`config.mk`:
```
export PLATFORM = sky130hd
export DESIGN_NAME = gsm_uart_tx
export DESIGN_NICKNAME = d
export VERILOG_FILES = /design/src/rtl/gsm_uart_tx.sv
export SDC_FILE = /design/constraint.sdc
export NUM_CORES = 1
export LEC_CHECK = 0
export ABC_AREA = 0
export BUFFER_PORTS_ARGS = -buffer_cell sky130_fd_sc_hd__buf_4
export CORE_MARGIN = 5
export CORE_UTILIZATION = 35
export DETAILED_ROUTE_END_ITERATION = 8
export SLEW_MARGIN = 20
export SYNTH_ARGS = -nofsm -noshare
export SYNTH_HDL_FRONTEND = slang
export SYNTH_SLANG_ARGS = --single-unit
export TNS_END_PERCENT = 10
```
`constraint.sdc`:
```
create_clock -name clk -period 2.9 [get_ports clk]
set_input_delay 0.58 -clock clk [delete_from_list [all_inputs] [get_ports clk]]
set_output_delay 0.58 -clock clk [all_outputs]
set_load 0.05 [all_outputs]
```
`src/rtl/gsm_uart_tx.sv`:
```
// gsm_uart_tx: FIFO-buffered UART transmitter for the GSM alert path, 8N1 by default.
// Define GSM_UART_TX_PARITY_EN to insert an even-parity bit after the data (8E1).
module gsm_uart_tx #(
  parameter int unsigned CLK_DIV    = 16,
  parameter int unsigned FIFO_DEPTH = 4
) (
  input  logic       clk,
  input  logic       rst_n,
  input  logic [7:0] tx_data,
  input  logic       tx_valid,
  output logic       tx_ready,
  output logic       uart_txd,
  output logic       busy,
  output logic       overflow
);

  localparam int unsigned PTR_W = $clog2(FIFO_DEPTH);
  localparam int unsigned CNT_W = PTR_W + 1;
  localparam int unsigned DIV_W = $clog2(CLK_DIV);
  localparam logic [CNT_W-1:0] FULL_CNT  = CNT_W'(FIFO_DEPTH);
  localparam logic [DIV_W-1:0] BAUD_LAST = DIV_W'(CLK_DIV - 1);

  typedef enum logic [2:0] {
    IDLE   = 3'd0,
    START  = 3'd1,
    DATA   = 3'd2,
`ifdef GSM_UART_TX_PARITY_EN
    PARITY = 3'd3,
`endif
    STOP   = 3'd4
  } state_t;

  state_t           state;
  logic [7:0]       mem [FIFO_DEPTH];
  logic [PTR_W-1:0] wr_ptr;
  logic [PTR_W-1:0] rd_ptr;
  logic [CNT_W-1:0] count;
  logic [DIV_W-1:0] baud_cnt;
  logic [2:0]       bit_cnt;
  logic [7:0]       shift_q;
`ifdef GSM_UART_TX_PARITY_EN
  logic             parity_q;
`endif

  logic       full;
  logic       push;
  logic       pop;
  logic       baud_last;
  logic [7:0] rd_data;

  // FIFO handshake; a pop happens when the line is free to start a new frame
  always_comb begin
    full      = (count == FULL_CNT);
    push      = tx_valid && !full;
    baud_last = (baud_cnt == BAUD_LAST);
    pop       = (count != '0) && ((state == IDLE) || ((state == STOP) && baud_last));
    rd_data   = mem[rd_ptr];
  end

  assign tx_ready = !full;
  assign busy     = (state != IDLE) || (count != '0);

  always_ff @(posedge clk) begin
    if (push) mem[wr_ptr] <= tx_data;
  end

  // Drop-on-full is judged on the pre-edge occupancy, even if a pop frees a slot
  always_ff @(posedge clk or negedge rst_n) begin
    if (!rst_n) begin
      wr_ptr   <= '0;
      rd_ptr   <= '0;
      count    <= '0;
      overflow <= 1'b0;
    end else begin
      overflow <= tx_valid && full;
      if (push) wr_ptr <= wr_ptr + PTR_W'(1);
      if (pop)  rd_ptr <= rd_ptr + PTR_W'(1);
      case ({push, pop})
        2'b10:   count <= count + CNT_W'(1);
        2'b01:   count <= count - CNT_W'(1);
        default: count <= count;
      endcase
    end
  end

  // Frame sequencer; uart_txd is loaded with the level of the bit being entered
  always_ff @(posedge clk or negedge rst_n) begin
    if (!rst_n) begin
      state    <= IDLE;
      uart_txd <= 1'b1;
      baud_cnt <= '0;
      bit_cnt  <= '0;
      shift_q  <= '0;
`ifdef GSM_UART_TX_PARITY_EN
      parity_q <= 1'b0;
`endif
    end else begin
      baud_cnt <= baud_cnt + DIV_W'(1);
      case (state)
        IDLE: begin
          baud_cnt <= '0;
          uart_txd <= 1'b1;
          if (pop) begin
            shift_q  <= rd_data;
`ifdef GSM_UART_TX_PARITY_EN
            parity_q <= ^rd_data;
`endif
            bit_cnt  <= '0;
            state    <= START;
            uart_txd <= 1'b0;
          end
        end
        START: begin
          if (baud_last) begin
            baud_cnt <= '0;
            state    <= DATA;
            uart_txd <= shift_q[0];
          end
        end
        DATA: begin
          if (baud_last) begin
            baud_cnt <= '0;
            shift_q  <= {1'b0, shift_q[7:1]};
            bit_cnt  <= bit_cnt + 3'd1;
            if (bit_cnt == 3'd7) begin
`ifdef GSM_UART_TX_PARITY_EN
              state    <= PARITY;
              uart_txd <= parity_q;
`else
              state    <= STOP;
              uart_txd <= 1'b1;
`endif
            end else begin
              uart_txd <= shift_q[1];
            end
          end
        end
`ifdef GSM_UART_TX_PARITY_EN
        PARITY: begin
          if (baud_last) begin
            baud_cnt <= '0;
            state    <= STOP;
            uart_txd <= 1'b1;
          end
        end
`endif
        STOP: begin
          if (baud_last) begin
            baud_cnt <= '0;
            if (pop) begin
              shift_q  <= rd_data;
`ifdef GSM_UART_TX_PARITY_EN
              parity_q <= ^rd_data;
`endif
              bit_cnt  <= '0;
              state    <= START;
              uart_txd <= 1'b0;
            end else begin
              state    <= IDLE;
              uart_txd <= 1'b1;
            end
          end
        end
        default: begin
          state    <= IDLE;
          uart_txd <= 1'b1;
          baud_cnt <= '0;
        end
      endcase
    end
  end

endmodule

```
## Word level (Yosys, flattened, before mapping)

Memory sizes are Yosys's and may differ from the RTL's.
Index checks and enable logic that the tools add are counted.
Widths: inputs -> output; s select.

| word-level totals | value |
|---|---|
| register bits after elaboration | 27 |
| bits in writable memories | 32 |
| bits of input ports | 11 |
| output and inout port bits | 4 |
| logic and storage cells | 71 |
| memories | 1 |

Memories:

| memory | words | width | rd ports | clocked after Yosys merged registers in | wr ports | RTL line | source |
|---|---|---|---|---|---|---|---|
| mem | 4 | 8 | 1 | 0 | 1 | 34 | `logic [7:0] mem [FIFO_DEPTH];` |

| operators by class | value |
|---|---|
| $add $sub $neg | 6 |
| eq/ne operators | 13 |
| muxes and demuxes | 26 |
| reduce and logical (&&, ||, !) cells | 16 |

Operators with widths:

| operator | number |
|---|---|
| $mux 3 | 8 |
| $mux 8 | 3 |
| $pmux 8 s3 | 1 |
| $pmux 3 s4 | 1 |
| $ne 2x2->1 const B | 5 |
| $eq 3x3->1 const B | 3 |
| $pmux 3 s3 | 1 |
| $reduce_bool 3->1 | 3 |
| $mux 1 | 8 |
| $mux 4 | 2 |
| $add 3x1->3 const B | 2 |
| $pmux 3 s2 | 1 |
| $reduce_and 3->1 | 2 |
| $reduce_and 5->1 | 1 |
| $add 2x1->2 const B | 2 |
| $add 4x1->4 const B | 1 |
| $eq 4x4->1 const B | 1 |
| $logic_and 1x1->1 | 4 |
| $pmux 1 s4 | 1 |
| $eq 3x1->1 const B | 1 |
| $eq 3x2->1 const B | 1 |
| $logic_not 3->1 | 1 |
| $reduce_or 3->1 | 1 |
| $sub 3x1->3 const B | 1 |
| other kinds (5) | 6 |

## Longest topological paths before layout

Gate-level depths: netlist (run 1).

| depth | value |
|---|---|
| depth in word-level cells | 7 |
| mapped depth | 9 |
| gate-level depth less buffers | 9 |

## Least setup slack after synthesis (run 1)

No wires, ideal clock.

| timing | value |
|---|---|
| kind | flip-flop to flip-flop |
| start point | register baud_cnt[0] |
| end point | register count[2] |
| library setup time | 0.079 ns |
| data arrival time | 2.166 ns |
| data required time | 2.821 ns |
| slack | 0.654 ns |
| cell stages (with the launch flop) | 10 |
| buffers on the path | 0 |
| clock period less this slack | 2.246 ns |
| path through | dfrtp_1 > ha_1 > nand3_1 > a2111oi_4 > ha_1 > inv_1 > fa_1 > xor2_1 > nor2_1 > xor2_1 |

| on the way | value |
|---|---|
| word-level cells in the longest chain between the ends | 6 |
| elaborated cells on any way between the ends | 8 |
| those cells by class | eq/ne: 3; mux: 1; reduce/logical: 4 |

RTL lines:

| item | RTL line | source |
|---|---|---|
| from (decl) | 38 | `logic [DIV_W-1:0] baud_cnt;` |
| from (signal assigned) | 98 | `baud_cnt <= baud_cnt + DIV_W'(1);` |
| $eq 4x4->1 (*) | 55 | `baud_last = (baud_cnt == BAUD_LAST);` |
| $logic_and 1x1->1 (*) | 56 | `pop = (count != '0) && ((state == IDLE) \|\| ((state == STOP) && baud_last));` |
| $logic_or 1x1->1 (*) | 56 |  |
| $logic_and 1x1->1 (*) | 56 |  |
| net pop | 47 | `logic pop;` |
| $eq 2x1->1 or $eq 2x2->1 (tied branches) | 78 | `case ({push, pop})` |
| $pmux 3 s2 or $reduce_bool 2->1 (tied branches) | - |  |
| to (signal assigned) | 79 | `2'b10: count <= count + CNT_W'(1);` |
| to (signal assigned) | 80 | `2'b01: count <= count - CNT_W'(1);` |
| to (signal assigned) | 81 | `default: count <= count;` |
| to (decl) | 37 | `logic [CNT_W-1:0] count;` |

Mark *: on every way through the listed nets, which the timed path passes. The rest lies on a longest branch.
A chain may end at the register's enable or synchronous reset.

## Worst setup path in the final report (run 1)

Ends and elaborated chain as after synthesis.

==> results of run 1 <==
-- layout make-up --
type	instances	area [um^2]	share of cell area, %
Inverter	11	41.29	1.398
Tap cell	99	123.9	4.193
Sequential cell	59	1638	55.44
Timing Repair Buffer	14	105.1	3.558
Clock buffer	9	123.9	4.193
Multi-Input combinational cell	111	853.3	28.89
Clock inverter	7	68.82	2.330
-- per-stage QoR --
| step | setup WS, ps | hold WS, ps | total power [uW] | cell area, um^2 |
|---|---|---|---|---|
| global placement | 554.9 | 472.3 | 1407 | 2761 |
| global route | 300.6 | 166.2 | 2234 | 2954 |
| CTS | 438.8 | 152.1 | 2154 | 2954 |
| finish | 437.1 | 148.5 | 2114 | 2954 |
| floorplan | 654.4 | 284.4 | 1309 | 2584 |
| detailed placement | 455.2 | 481.5 | 1418 | 2761 |
-- state kept, by name, summed over array words and instances, names as in the netlist --
| register | flops |
|---|---|
| uart_txd | 1 |
| state | 3 |
| overflow | 1 |
| shift_q | 8 |
| rd_ptr | 2 |
| wr_ptr | 2 |
| bit_cnt | 3 |
| baud_cnt | 4 |
| count | 3 |
| mem | 32 |
-- cells in the final DEF (no fill, tap or decap), types with 2 or more instances in the layout --
cell	synthesis	routed
edfxtp_1	32	32
dfrtp_1	26	26
nand2_1	21	21
nor2_1	17	17
buf_4	1	14
inv_1	11	11
a31oi_1	9	9
clkbuf_8	0	9
mux4_2	8	8
ha_1	8	8
and3_1	6	6
nor3_1	5	5
nand3_1	4	4
xor2_1	4	4
xnor2_1	4	4
clkinvlp_4	0	4
a21oi_1	3	3
o21ai_2	3	3
o21ai_0	2	2
mux2i_1	2	2
-- power by group --
group / switching, uW / leakage (uW) / internal, uW
Sequential: 63.2 / 0.000626 / 1030
Combinational: 181 / 0.000458 / 121
Clock: 333 / 0.0000849 / 391
-- routing by layer --
layer | global-route usage (%) | vias up
li1 | - | 722
met1 | 13.54 | 727
met2 | 16.04 | 22
met3 | 3.675 | 5
met4 | 6.043 | 0
met5 | 0 | -
-- final timing paths --
path                                             start  depth (start not counted)                     end  slack [ps]
min in group clk                            tx_data[5]                          1     mem[3][5]$_DFFE_PP_         450
worst min-delay path                             rst_n                          1   baud_cnt[3]$_DFF_PN0_         150
worst max-delay path             baud_cnt[0]$_DFF_PN0_                          9    count[2]$_DFFE_PN0P_         440
worst min register to register  bit_cnt[0]$_DFFE_PN0P_                          1  bit_cnt[0]$_DFFE_PN0P_         490
worst max register to register   baud_cnt[0]$_DFF_PN0_                          9    count[2]$_DFFE_PN0P_         440
max in group asynchronous                        rst_n                          1    uart_txd$_DFFE_PN1P_        2450
-- cell usage after synthesis --
master	count	share of area [%]
a21oi_1	3	0.58
buf_6	2	0.87
inv_1	11	1.6
mux2_2	1	0.44
and3_1	6	1.5
nor2_1	17	2.5
dfstp_2	1	1.0
or4_1	1	0.29
o211a_1	1	0.39
xnor2_1	4	1.4
o21ai_2	3	1.0
nand4_1	1	0.24
nor4_1	1	0.24
a21o_1	1	0.29
clkbuf_1	3	0.44
xor2_1	4	1.4
a311oi_1	1	0.34
mux2i_1	2	0.77
dfrtp_1	26	25
nor3_1	5	0.97
mux4_2	8	7.0
buf_4	1	0.29
a2111oi_0	1	0.34
a2111oi_4	1	1.1
buf_2	2	0.39
fa_1	1	0.77
ha_1	8	3.9
nand2b_1	1	0.24
nor2b_1	1	0.24
o21bai_1	1	0.29
o21ai_0	2	0.39
edfxtp_1	32	37
a221oi_1	1	0.34
a22oi_1	1	0.29
nand3_1	4	0.77
a31oi_1	9	2.2
nand2_1	21	3.1
-- worst max-delay path, cell delays in order, from the launching register on --
cell and delay, ps:
dfrtp_1 390, ha_1 240, nand3_1 160, a2111oi_4 490, ha_1 270, inv_1 60, fa_1 380, xor2_1 150
nor2_1 110, xor2_1 140
-- kinds of logic after synthesis --
kind of cell	share of synthesized area, %
and+or+nand+nor	9.977
adders and majority gates	4.649
AOI/OAI and AO/OA	7.507
muxes	8.184
DFF	63.39
buffers and inverters	3.584
xor gates and xnor gates	2.712
==> results by group, run 1 <==
Run status
  – Status: completed

Flow run
  – Maxcap violations: 0

Global route
  – First-pass GRT wire length: 7.169 mm
  – Vias in the first global route: approximately 1,400
  – Pin count of the biggest net entering global routing: 28
  – Total Routing Usage GR: between 10% and 20%
  – Overflow after GRT: 0
  – Initial antenna violation count: 0

Floorplan
  – Die footprint: 9201 um^2
  – Die Y: 95.92 um
  – Initial Util: 35.81%
  – Die Width: ~96 um
  – I/O pin count: 15
  – Core Region: a little over 7000 um^2
  – Core Rows: 31

Layout
  – Total Nets Final: 226
  – Share of cells above drive strength 1: between 20% and 30%
  – Final core utilization: 40.95%
  – Area growth, synth to finish: 14.33%
  – Number of diodes: 0
  – Number of fillers in the final layout: 694
  – Cell Count, Final, Fillers Out: a little over 300

STA
  – Max frequency: between 400 and 500 MHz
  – Max-slew violation count: 0
  – RSZ-0062 raised after global routing: no
  – Rel. slew slack: roughly 56%
  – Least-Margin Pin Slew: ~660 ps
  – Setup Viol. Count Final: 0
  – Setup TNS: 0 ps
  – Final hold violations: 0
  – Final Cycle Share: 84.93%
  – Clk_skew: approximately 4.4 ps
  – Tmin final: roughly 2500 ps

Power
  – PwrDens: about 720 nW/um^2
  – Lkg Pwr: about 0.0012 uW
  – Max IR drop VDD: approximately 0.35 mV

Worst setup path
  – CP Max Fanout: 4
  – Critical Path Source Type: register
  – Critical Path Sink Type: register
  – Req. time, crit path: 3160 ps
  – Critical path class: reg2reg
  – Critical path data arrival time: around 2700 ps

Drt
  – Metal-1 WL: between 2 and 2.5 mm
  – Met2 WL post-DR: slightly above 2 mm
  – DR vias: around 1,500
  – Drt total wl: about 4.3 mm
  – 1st-pass router iterations: 4
  – ANT nets after route: 0
  – Drt initial violations: 86
  – Met3 wire length: ~170 um
  – Highest routed layer: met4
  – DR WL/cell: 13.97 um
  – Drt drc: 0
  – Vias per cell: 4.761

Clock network
  – CTS tree: done
  – CTS Buf Count: 9
  – Deepest clock path buffer count: 2
  – Clock root buffer: clkbuf_8
  – CTS H-Tree Depth: 3
  – Hold-fix buffers, CTS: 0
  – Num Clock Sinks: about 60
  – CTS resizes: 0
  – Insertion delay to the later sink of the worst-skew pair: around 330 ps
  – Post-CTS Setup Inserts: 0
  – Clock transition at the registers of the reported paths: 70 ps

Yosys
  – Synthesis-stage register bit count: 59
  – Syn Nets: 209
  – Warnings from Yosys: 0
  – Cells after Synth: 189
  – Mapped Area: ~2600 um^2
  – Mean Syn Cell Area: between 10 and 15 um^2
  – Synth unique cells: 37
  – Sequential fraction of the synthesis area: between 60% and 70%

Place
  – I/O Buffers: 14
  – Placed instance count: roughly 290
  – DP HPWL: 2.784 mm
  – RePlAce Congestion: 0.7296

Min path
  – HP Class: in2async
Power figures use the tool's default switching activity.
==> run 2, diff against run 1 <==
==> constraint.sdc (replaced) <==
create_clock -name clk -period 2.4 [get_ports clk]
set_input_delay 0.48 -clock clk [delete_from_list [all_inputs] [get_ports clk]]
set_output_delay 0.48 -clock clk [all_outputs]
set_load 0.05 [all_outputs]
==> run 2 against run 1 <==
Effect of this change:
- clock power increased by 33%
- register-to-register slack worse by 310 ps
- count of clock-buffer cells in the layout is 2 higher
- sequential power is 21% higher
- critical path depth unchanged
- global-route usage is 0.62 points higher
- routed wire length is 0.32% higher
- critical path type unchanged
==> results by group, run 2 (synthesized netlist as in run 1, its figures left out) <==
STA
  – Rel. slew slack: between 50% and 60%
  – Setup Viol. Count Final: 0
  – Max frequency: about 440 MHz
  – Max-slew violation count: 0
  – Worst hold slack: around 46 ps
  – RSZ-0062 raised after global routing: no
  – Tmin final: about 2300 ps
  – Final Cycle Share: between 90% and 100%
  – Least-Margin Pin Slew: between 600 and 700 ps
  – Final hold violations: 0
  – Setup TNS: 0 ps
  – Clk_skew: 8.536 ps

Min path
  – HP Class: in2async

Floorplan
  – Core Rows: 31
  – Die Width: 95.92 um
  – Die Y: 95.92 um
  – Core Region: just over 7000 um^2
  – Die footprint: between 9000 and 10,000 um^2
  – Initial Util: a little over a third
  – I/O pin count: 15

Drt
  – DR WL/cell: roughly 14 um
  – Drt total wl: around 4.3 mm
  – Drt initial violations: 57
  – DR vias: 1,514
  – Drt drc: 0
  – 1st-pass router iterations: 4
  – ANT nets after route: 0
  – Vias per cell: about 4.8

Layout
  – Area growth, synth to finish: 17.19%
  – Total Nets Final: 233
  – Share of cells above drive strength 1: between 20% and 30%
  – Leading cell type in the layout, fill and taps excluded: edfxtp_1
  – Largest regs: mem x32, shift_q x8, baud_cnt x4
  – Number of diodes: 0
  – Largest Register: mem
  – Max reg flops: 32
  – Most frequent cells in the layout: edfxtp_1 (32), dfrtp_1 (26), nand2_1 (21), buf_4 (21), nor2_1 (17)

Worst setup path
  – R2r endpoint: count[2]$_DFFE_PN0P_
  – Critical path data arrival time: between 2000 and 3000 ps
  – Critical Path Source Type: register
  – CP Max Fanout: 4
  – R2R cell count: 9
  – Critical path class: reg2reg
  – Reg2Reg Setup Slack: between 100 and 150 ps
  – Req. time, crit path: 2650 ps
  – Critical Path Sink Type: register
  – RR Startpoint: baud_cnt[1]$_DFF_PN0_

Clock network
  – Clock transition at the registers of the reported paths: 70 ps
  – Insertion delay to the later sink of the worst-skew pair: 330 ps
  – Hold-fix buffers, CTS: 0
  – Num Clock Sinks: 59
  – Clock root buffer: clkbuf_8
  – CTS Buf Count: 9
  – CTS H-Tree Depth: 3
  – CTS tree: done
  – Deepest clock path buffer count: 2

Global route
  – First-pass GRT wire length: ~7.7 mm
  – Overflow after GRT: 0
  – Total Routing Usage GR: 11.34%
  – Initial antenna violation count: 0
  – Vias in the first global route: 1,582
  – Pin count of the biggest net entering global routing: 28

Power
  – PwrDens: approximately 880 nW/um^2
  – Max IR drop VDD: approximately 0.44 mV
  – Lkg Pwr: 0.001219 uW

Place
  – I/O Buffers: 14
  – DP HPWL: between 2 and 3 mm
  – RePlAce Congestion: ~0.74

Flow run
  – Maxcap violations: 0

Run status
  – Status: completed
==> run 2: cell types whose count changed in the layout (fill, tap and decap cells not counted), sizes merged <==
cell / delta
buf: +7
clkinvlp: -3
clkbuf: +2
bufinv: +1
==> run 2: per-stage QoR <==
step | std cells | utilization (%) | total power (uW) | setup slack (ps) | area [um^2]
6_report | 317 | 41.97 | 2657 | 131.8 | 3028
3_5_place_dp | 299 | 38.80 | 1719 | 14.91 | 2799
5_1_grt | 317 | 41.97 | 2798 | 19.12 | 3028
4_1_cts | 315 | 41.76 | 2698 | 13.30 | 3013
3_3_place_gp | 299 | 38.80 | 1702 | 126.1 | 2799
2_1_floorplan | 189 | - | 1582 | 154.4 | 2584
==> run 2: layer usage <==
| layer | up-vias | global-route usage [%] | share of wire (%) |
|---|---|---|---|
| met1 | 743 | 14.19 | 46 |
| met3 | 9 | 3.518 | 4.3 |
| li1 | 736 | - | - |
| met4 | 0 | 6.043 | 2.0 |
| met2 | 26 | 17.54 | 47 |
| met5 | - | 0 | 0 |
==> run 2: cell type report <==
| class | instances | area [um^2] |
|---|---|---|
| Clock buffer | 11 | 131.4 |
| Timing Repair Buffer | 21 | 157.7 |
| Fill cell | 696 | 4187 |
| Clock inverter | 5 | 77.57 |
| Tap cell | 99 | 123.9 |
| Sequential cell | 59 | 1638 |
| Inverter | 11 | 41.29 |
| Multi-Input combinational cell | 111 | 858.3 |
==> run 2: timing repair <==
action | 4_1_cts | 5_1_grt
setup endpoints to repair | 1 | 1
setup buffers | 0 | 2
pin swaps | 1 | 1
resized for setup | 2 | 0
==> run 2: worst max-delay path, cell delays in order, from the launching register on <==
cell and delay, ps:
dfrtp_1 380, ha_2 220, nand3_1 150, a2111oi_4 360, ha_2 250, inv_1 50
fa_1 370, xor2_1 150, nor2_1 110, xor2_1 160
==> run 2: worst max path at each step <==
stage                               start              endpoint  slack [ps]  cells after the start
finish              baud_cnt[1]$_DFF_PN0_  count[2]$_DFFE_PN0P_         130                      9
global route        baud_cnt[1]$_DFF_PN0_  count[2]$_DFFE_PN0P_          20                      9
CTS                 baud_cnt[0]$_DFF_PN0_  count[2]$_DFFE_PN0P_          10                      9
detailed placement  baud_cnt[0]$_DFF_PN0_  count[2]$_DFFE_PN0P_          10                      9
global placement    baud_cnt[0]$_DFF_PN0_  count[2]$_DFFE_PN0P_         130                      9
floorplan           baud_cnt[0]$_DFF_PN0_  count[2]$_DFFE_PN0P_         150                      9
==> run 2: power by group <==
group          total, uW  switching, uW  internal [uW]  leakage, uW
registers           1320           80.8           1240     0.000626
clock network        966            384            582     0.000103
logic                371            223            148     0.000490
total               2660            688           1970      0.00122
